**src/rtl/cp0_pkg.sv**
```systemverilog
// Shared constants and the exception decoder for the CP0 register block.
package cp0_pkg;

    localparam logic [4:0] RegBadVAddr = 5'd8;
    localparam logic [4:0] RegCount    = 5'd9;
    localparam logic [4:0] RegCompare  = 5'd11;
    localparam logic [4:0] RegStatus   = 5'd12;
    localparam logic [4:0] RegCause    = 5'd13;
    localparam logic [4:0] RegEpc      = 5'd14;
    localparam logic [4:0] RegPrid     = 5'd15;

    localparam logic [31:0] ExcTypeInt  = 32'h0000_0001;
    localparam logic [31:0] ExcTypeAdel = 32'h0000_0004;
    localparam logic [31:0] ExcTypeAdes = 32'h0000_0005;
    localparam logic [31:0] ExcTypeSys  = 32'h0000_0008;
    localparam logic [31:0] ExcTypeBp   = 32'h0000_0009;
    localparam logic [31:0] ExcTypeRi   = 32'h0000_000a;
    localparam logic [31:0] ExcTypeOv   = 32'h0000_000c;
    localparam logic [31:0] ExcTypeEret = 32'h0000_000e;

    localparam logic [4:0] ExcCodeInt  = 5'h00;
    localparam logic [4:0] ExcCodeAdel = 5'h04;
    localparam logic [4:0] ExcCodeAdes = 5'h05;
    localparam logic [4:0] ExcCodeSys  = 5'h08;
    localparam logic [4:0] ExcCodeBp   = 5'h09;
    localparam logic [4:0] ExcCodeRi   = 5'h0a;
    localparam logic [4:0] ExcCodeOv   = 5'h0c;

    localparam logic [31:0] ExcVector   = 32'hBFC0_0380;
    localparam logic [31:0] PridValue   = 32'h0000_4220;
    localparam logic [31:0] StatusReset = 32'h0040_0000;

    typedef enum logic [1:0] {
        ExcNone,
        ExcTrap,
        ExcReturn
    } exc_kind_e;

    typedef struct packed {
        exc_kind_e  kind;
        logic [4:0] code;
        logic       bad_addr;
    } exc_dec_t;

    function automatic exc_dec_t exc_decode(input logic [31:0] exc_type);
        exc_dec_t dec;
        dec = '{kind: ExcTrap, code: ExcCodeInt, bad_addr: 1'b0};
        case (exc_type)
            ExcTypeInt:  dec.code = ExcCodeInt;
            ExcTypeAdel: begin dec.code = ExcCodeAdel; dec.bad_addr = 1'b1; end
            ExcTypeAdes: begin dec.code = ExcCodeAdes; dec.bad_addr = 1'b1; end
            ExcTypeSys:  dec.code = ExcCodeSys;
            ExcTypeBp:   dec.code = ExcCodeBp;
            ExcTypeRi:   dec.code = ExcCodeRi;
            ExcTypeOv:   dec.code = ExcCodeOv;
            ExcTypeEret: dec.kind = ExcReturn;
            default:     dec.kind = ExcNone;
        endcase
        return dec;
    endfunction

endpackage

```
**src/rtl/cp0_timer.sv**
```systemverilog
// CP0 Count/Compare pair: Count ticks every second cycle, timer interrupt on match.
module cp0_timer
    import cp0_pkg::*;
(
    input  logic        clk_i,
    input  logic        rst_i,
    input  logic        we_i,
    input  logic [4:0]  waddr_i,
    input  logic [31:0] wdata_i,
    output logic [31:0] count_o,
    output logic [31:0] compare_o,
    output logic        timer_int_o
);

    logic [31:0] count_q, count_d;
    logic [31:0] compare_q, compare_d;
    logic        toggle_q, toggle_d;
    logic        timer_int_q, timer_int_d;

    always_comb begin
        toggle_d    = ~toggle_q;
        count_d     = toggle_q ? count_q + 32'd1 : count_q;
        compare_d   = compare_q;
        timer_int_d = timer_int_q;

        if (compare_q != 32'd0 && count_q == compare_q) begin
            timer_int_d = 1'b1;
        end

        if (we_i && waddr_i == RegCount) begin
            count_d  = wdata_i;
            toggle_d = 1'b0;
        end
        // A Compare write acknowledges the interrupt, even on a match cycle.
        if (we_i && waddr_i == RegCompare) begin
            compare_d   = wdata_i;
            timer_int_d = 1'b0;
        end
    end

    always_ff @(posedge clk_i) begin
        if (rst_i) begin
            count_q     <= 32'd0;
            compare_q   <= 32'd0;
            toggle_q    <= 1'b0;
            timer_int_q <= 1'b0;
        end else begin
            count_q     <= count_d;
            compare_q   <= compare_d;
            toggle_q    <= toggle_d;
            timer_int_q <= timer_int_d;
        end
    end

    assign count_o     = count_q;
    assign compare_o   = compare_q;
    assign timer_int_o = timer_int_q;

endmodule

```
**src/rtl/cp0_reg.sv**
```systemverilog
// CP0 system-control registers: Status, Cause, EPC, BadVAddr, exception entry and ERET.
module cp0_reg
    import cp0_pkg::*;
(
    input  logic        clk_i,
    input  logic        rst_i,
    input  logic        we_i,
    input  logic [4:0]  waddr_i,
    input  logic [31:0] wdata_i,
    input  logic [4:0]  raddr_i,
    input  logic [5:0]  int_i,
    input  logic [31:0] exception_type_i,
    input  logic [31:0] current_pc_i,
    input  logic        is_in_delayslot_i,
    input  logic [31:0] bad_addr_i,
    output logic [31:0] rdata_o,
    output logic [31:0] status_o,
    output logic [31:0] cause_o,
    output logic [31:0] epc_o,
    output logic [31:0] count_o,
    output logic [31:0] compare_o,
    output logic [31:0] badvaddr_o,
    output logic        timer_int_o,
    output logic        flush_o,
    output logic [31:0] new_pc_o
);

    logic [7:0]  im_q, im_d;
    logic        exl_q, exl_d;
    logic        ie_q, ie_d;
    logic        bd_q, bd_d;
    logic [5:0]  ip_q, ip_d;
    logic [1:0]  sw_q, sw_d;
    logic [4:0]  exccode_q, exccode_d;
    logic [31:0] epc_q, epc_d;
    logic [31:0] badvaddr_q, badvaddr_d;

    exc_dec_t exc_dec;
    logic     exc_take;
    logic     eret_take;

    cp0_timer u_timer (
        .clk_i       (clk_i),
        .rst_i       (rst_i),
        .we_i        (we_i),
        .waddr_i     (waddr_i),
        .wdata_i     (wdata_i),
        .count_o     (count_o),
        .compare_o   (compare_o),
        .timer_int_o (timer_int_o)
    );

    assign exc_dec   = exc_decode(exception_type_i);
    assign exc_take  = !rst_i && exc_dec.kind == ExcTrap;
    assign eret_take = !rst_i && exc_dec.kind == ExcReturn;

    always_comb begin
        im_d       = im_q;
        exl_d      = exl_q;
        ie_d       = ie_q;
        bd_d       = bd_q;
        sw_d       = sw_q;
        exccode_d  = exccode_q;
        epc_d      = epc_q;
        badvaddr_d = badvaddr_q;
        ip_d       = {int_i[5] | timer_int_o, int_i[4:0]};

        if (eret_take) begin
            exl_d = 1'b0;
        end else if (exc_take) begin
            // Nested exceptions keep the original return point.
            if (!exl_q) begin
                epc_d = is_in_delayslot_i ? current_pc_i - 32'd4 : current_pc_i;
                bd_d  = is_in_delayslot_i;
            end
            exl_d     = 1'b1;
            exccode_d = exc_dec.code;
            if (exc_dec.bad_addr) begin
                badvaddr_d = bad_addr_i;
            end
        end else if (we_i) begin
            case (waddr_i)
                RegStatus: begin
                    im_d  = wdata_i[15:8];
                    exl_d = wdata_i[1];
                    ie_d  = wdata_i[0];
                end
                RegCause: sw_d  = wdata_i[9:8];
                RegEpc:   epc_d = wdata_i;
                default: ;
            endcase
        end
    end

    always_ff @(posedge clk_i) begin
        if (rst_i) begin
            im_q       <= 8'd0;
            exl_q      <= 1'b0;
            ie_q       <= 1'b0;
            bd_q       <= 1'b0;
            ip_q       <= 6'd0;
            sw_q       <= 2'd0;
            exccode_q  <= 5'd0;
            epc_q      <= 32'd0;
            badvaddr_q <= 32'd0;
        end else begin
            im_q       <= im_d;
            exl_q      <= exl_d;
            ie_q       <= ie_d;
            bd_q       <= bd_d;
            ip_q       <= ip_d;
            sw_q       <= sw_d;
            exccode_q  <= exccode_d;
            epc_q      <= epc_d;
            badvaddr_q <= badvaddr_d;
        end
    end

    assign status_o   = StatusReset | {16'd0, im_q, 6'd0, exl_q, ie_q};
    assign cause_o    = {bd_q, 15'd0, ip_q, sw_q, 1'b0, exccode_q, 2'b00};
    assign epc_o      = epc_q;
    assign badvaddr_o = badvaddr_q;

    assign flush_o = exc_take || eret_take;

    always_comb begin
        new_pc_o = 32'd0;
        if (exc_take) begin
            new_pc_o = ExcVector;
        end else if (eret_take) begin
            // Forward a same-cycle EPC write so ERET returns where software intended.
            new_pc_o = (we_i && waddr_i == RegEpc) ? wdata_i : epc_q;
        end
    end

    always_comb begin
        rdata_o = 32'd0;
        case (raddr_i)
            RegBadVAddr: rdata_o = badvaddr_q;
            RegCount:    rdata_o = count_o;
            RegCompare:  rdata_o = compare_o;
            RegStatus:   rdata_o = status_o;
            RegCause:    rdata_o = cause_o;
            RegEpc:      rdata_o = epc_q;
            RegPrid:     rdata_o = PridValue;
            default:     rdata_o = 32'd0;
        endcase
    end

endmodule

```
**config.mk**
```make
export PLATFORM = sky130hd
export DESIGN_NAME = cp0_reg
export DESIGN_NICKNAME = d
export VERILOG_FILES = /design/src/rtl/cp0_pkg.sv /design/src/rtl/cp0_timer.sv /design/src/rtl/cp0_reg.sv
export SDC_FILE = /design/constraint.sdc
export NUM_CORES = 1
export LEC_CHECK = 0
export BUFFER_PORTS_ARGS = -buffer_cell sky130_fd_sc_hd__buf_4
export CORE_AREA = 5 5 154 156
export CTS_BUF_LIST = sky130_fd_sc_hd__clkbuf_8
export CTS_CLUSTER_DIAMETER = 30
export DETAILED_ROUTE_END_ITERATION = 16
export DIE_AREA = 0 0 159 161
export PLACE_DENSITY = 0.74
export RECOVER_POWER = 50
export SYNTH_ARGS = -nofsm -noshare
export SYNTH_HDL_FRONTEND = slang
export SYNTH_HIERARCHICAL = 1
export SYNTH_SLANG_ARGS = --single-unit
```
**constraint.sdc**
```tcl
create_clock -name clk_i -period 4.6 [get_ports clk_i]
set_clock_uncertainty 0.15 [all_clocks]
set_input_delay 0.46 -clock clk_i [delete_from_list [all_inputs] [get_ports clk_i]]
set_output_delay 0.46 -clock clk_i [all_outputs]
set_load 0.02 [all_outputs]
```
==> impl.org <==
** Power and ir drop
- Max rail drop VDD :: 0.196 mV
- Power density of the placed cells :: 236 nW/µm²
- Leak Pwr :: 4.66 nW

** Yosys
- Of the post-synthesis cell area, the dominant cell type holds 0.323.
- Post-Synthesis Mean Instance Area :: 8.15 µm²
- Post-synthesis share of cell area spent on full adders, half adders and majority gates :: 0.00264
- For this run, the register share of the synthesized area comes to 0.323.
- Largest cells by area after synthesis :: dfxtp_1 32%, nand2_1 6.3%, mux2i_1 4.6%
- Cell type with the highest aggregate area in the netlist :: dfxtp_1
- The netlist uses 74 different library cells.
- The commonest cells after synthesis are 160 x nand2_1, 153 x dfxtp_1, 86 x nor2_1.
- Counting flops with a built-in enable in the synthesized netlist gives 0.
- Most used flip-flop cell after synthesis :: dfxtp_1
- nand2_1 is the most common cell in the netlist.
- Synth Area in Compound Gates :: 0.205
- Yosys synthesis warning count :: 6
- The synthesized netlist occupies a cell area of 9480 µm².
- Of all flip-flops after synthesis, the portion carrying an async set or reset was 0.
- By area, the combinational part of the netlist is dominated by simple AND/OR/NAND/NOR gates.
- Gate Count Post-Synth :: 1163
- Flip-flop and latch count after synthesis :: 153
- Post-synthesis share of cell area spent on xor and xnor gates :: 0.0758
- The portion of synthesized area spent on multiplexers is 0.0679.
- Simple-gate area share of the yosys netlist :: 0.243

** Drt
- Overall routed net length :: 42000 µm
- After detailed routing, the number of remaining DRC violations is 0.
- Count of TritonRoute iterations in the first routing pass :: 9
- Total vias in the final route :: 10600
- The count of nets left with antenna violations once routing finished came out at 0.
- In the final routed layout, each cell accounts on average for 23.7 µm.
- Vias per std cell :: 5.96
- Violation count after the first detailed-route iteration :: 1291

** Clock network
- The number of hold buffers added after CTS was 0.
- Post-CTS timing repair inserted 0 buffers for setup.
- Number of buffers inserted during clock tree synthesis :: 17
- Buffer cell driving the clock tree root :: clkbuf_8
- Max H-tree Level :: 4
- Gates resized during post-CTS repair numbered 0.
- The tree built by TritonCTS fans out to 153 sinks.
- Clk Latency, worst-skew pair :: 0.47 ns
- No sink is reached through more buffers than the 2 on the longest clock path.
- TritonCTS built the clock tree.
- Clock-pin slew reported for the worst setup and hold paths after clock tree synthesis :: 0.09 ns

** Cells and area
- Across the whole layout, storage elements account for 3060 µm².
- Share of the core filled with cells in the final layout :: 0.538
- For this run, the number of standard cells in the final layout without fillers is 1773.
- In the final layout, the multi-input gates occupy 5790 µm².
- Layout cells sized above 1 :: 0.214
- The repair_antennas step left the layout with diodes totalling 0.
- Design area :: 12000 µm²
- The layout has 2253 filler cells.
- Compared with the post-synthesis result, the final layout area differs by 26.2%.
- For this run, the post-layout net count is 1625.

** Critical path
- Along the worst path, the maximum fanout reaches 32.
- For the worst setup path, the data arrival time is 3.28 ns.
- Required time reported for the critical path endpoint :: 3.99 ns
- On the worst path, the slowest cell contributes a delay of 0.98 ns.
- Kind of start point of the critical path :: primary input
- Worst Path Class, Setup :: primary input to output pin
- STA classifies the critical path endpoint as an output pin.
- The critical path goes through buf_4, or4_1, nor3_2, nand2_4, or4_1, a21oi_1, buf_4.
- On the critical path, the stage with the largest delay is an instance of or4_1.

** Global routing
- Number of antenna violations at the first check in global routing :: 0
- Summed over all layers, the global routing overflow is 0.
- The number of global-route vias before repair was 10000.
- The first global-routing pass estimated 62200 µm of wire.
- Pin count of the biggest net entering global routing :: 75
- For this run, the total global-route usage over all layers was measured as 0.309.

** Timing
- The count of endpoints failing hold in the final timing report is 0.
- At the pin with the least slew margin, the transition time is 1.78 ns.
- The worst pin sits at a relative slew slack of -0.185.
- Period Utilization, post-route :: 0.845
- After layout, the minimum clock period comes to 3.89 ns.
- Final setup violation count :: 0
- In the final timing run, aggregate negative setup slack is 0 ns.
- The max-slew violation count was 109.
- Once routing completed, OpenROAD measured the worst setup slack at 0.713 ns.
- Fmax :: 257 MHz
- Unrepaired setup endpoints after global routing :: false

** Placed design
- Worst setup timing slack at the placement stage :: 0.717 ns
- Weighted congestion reported at the end of routability-driven placement :: 0.953
- Summing all placed instances gives a cell area of 12100 µm².
- Detailed placement ended at an HPWL of 32200 µm.
- Once placement completed, the tool counted placed cells totaling 1741.
- Input and output buffers added on the ports amount to 364.

** Die
- Number of top-level design ports :: 406
- In this run the horizontal extent of the chip is 159 µm.
- Area of the core region :: 22200 µm²
- Starting utilization of the core area :: 0.426
- Vertical die dimension :: 161 µm
- The floorplan has 55 rows.
- The die covers 25600 µm².

** Hold path
- The min-delay analysis places its worst path in the category primary input to flop.

** Job
- Max-cap violations in this run came to 2.

** Outcome
- The checks that failed: max-capacitance violations, max-slew violations.
- The flow ran to the end, but the final reports show violations.
==> worst max-delay path, delay by kind of cell <==
kind                   cells  cell delay, ns
and+or+nand+nor            4            2.16
AOI/OAI and AO/OA          1            0.34
buffers and inverters      2            0.28
==> through the flow <==
step	total power, mW	hold slack, ns
after floorplan	1.58	0.318
after global placement	1.76	0.312
after detailed placement	1.77	0.321
after CTS	2.83	0.0280
after global routing	2.91	0.0289
final	2.83	0.0444
==> registers in the layout, summed over array words and instances, names as in the netlist, 2 cells and up <==
signal and cells:
badvaddr_o 32, epc_o 32, exccode_q 4, im_q 8
ip_q 6, sw_q 2, u_timer/compare_o 32, u_timer/count_o 32
==> placed cells by master, fill, tap and decap left out, types with 4 or more instances in the layout <==
cell type  Yosys  final
nor2_1        86     86
inv_6          0      4
mux2i_1       44     44
conb_1         2     41
and3_1        12     12
nand3b_1       4      4
o21ai_0       38     38
or3_1          6      6
or4_1         16     16
and4_1         4      4
clkbuf_8       4     18
a211oi_2      11     11
xnor2_1       43     43
a211oi_1      33     33
nand4_1       32     32
xor2_1        39     39
nand3_1       38     37
nor4b_1        4      4
a22oi_1       35     35
and2_1         5      5
o221ai_1       4      4
nor3_1        24     22
a221o_1       17     17
dfxtp_1      153    153
nor2b_1        7      7
nand2_1      160    160
inv_1          8      8
a21oi_1       76     76
buf_4         48    229
clkinv_4       0      4
o21ai_1       10     10
a211o_1        5      5
mux2_2        18     18
clkbuf_1      54    154
a222oi_1      12     12
nor4_1        20     20
o31ai_1        9      9
==> final timing paths <==
check	from	to	slack, ns	cells past startpoint
max reg2reg	u_timer/count_o[0]	u_timer/count_o[14]	2.30	6
min reg2reg	exccode_q[3]	exccode_q[3]	0.33	2
max	exception_type_i[30]	new_pc_o[15]	0.71	7
min	int_i[2]	ip_q[2]	0.04	2
==> power breakdown <==
group	internal [mW]	total (mW)	switching, mW
sequential	1.34	1.37	0.0276
combinational	0.142	0.365	0.223
clock	0.510	1.09	0.584
total	1.99	2.83	0.835
==> layer usage <==
metal | track usage | share of wire
met3 | 0.0615 | 0.099
met2 | 0.485 | 0.46
met1 | 0.423 | 0.41
met4 | 0.112 | 0.036
met5 | 0 | 0
==> final cells by class <==
cell class	count	area share
multi-input combinational	910	0.484
sequential	153	0.256
clock inverter	14	0.0137
clock buffer	18	0.0207
inverter	8	0.00251
tap	285	0.0298
timing repair buffer	385	0.193
==> cell families (layout without fill, tap and decap cells) <==
| group | Yosys count | after routing |
|---|---|---|
| and+or+nand+nor | 448 | 448 |
| xor gates and xnor gates | 82 | 82 |
| muxes | 62 | 62 |
| adders and majority gates | 2 | 2 |
| other | 2 | 41 |
| AOI/OAI and AO/OA | 275 | 275 |
| buffers and inverters | 139 | 425 |
| DFF | 153 | 153 |
Power figures use the tool's default switching activity.
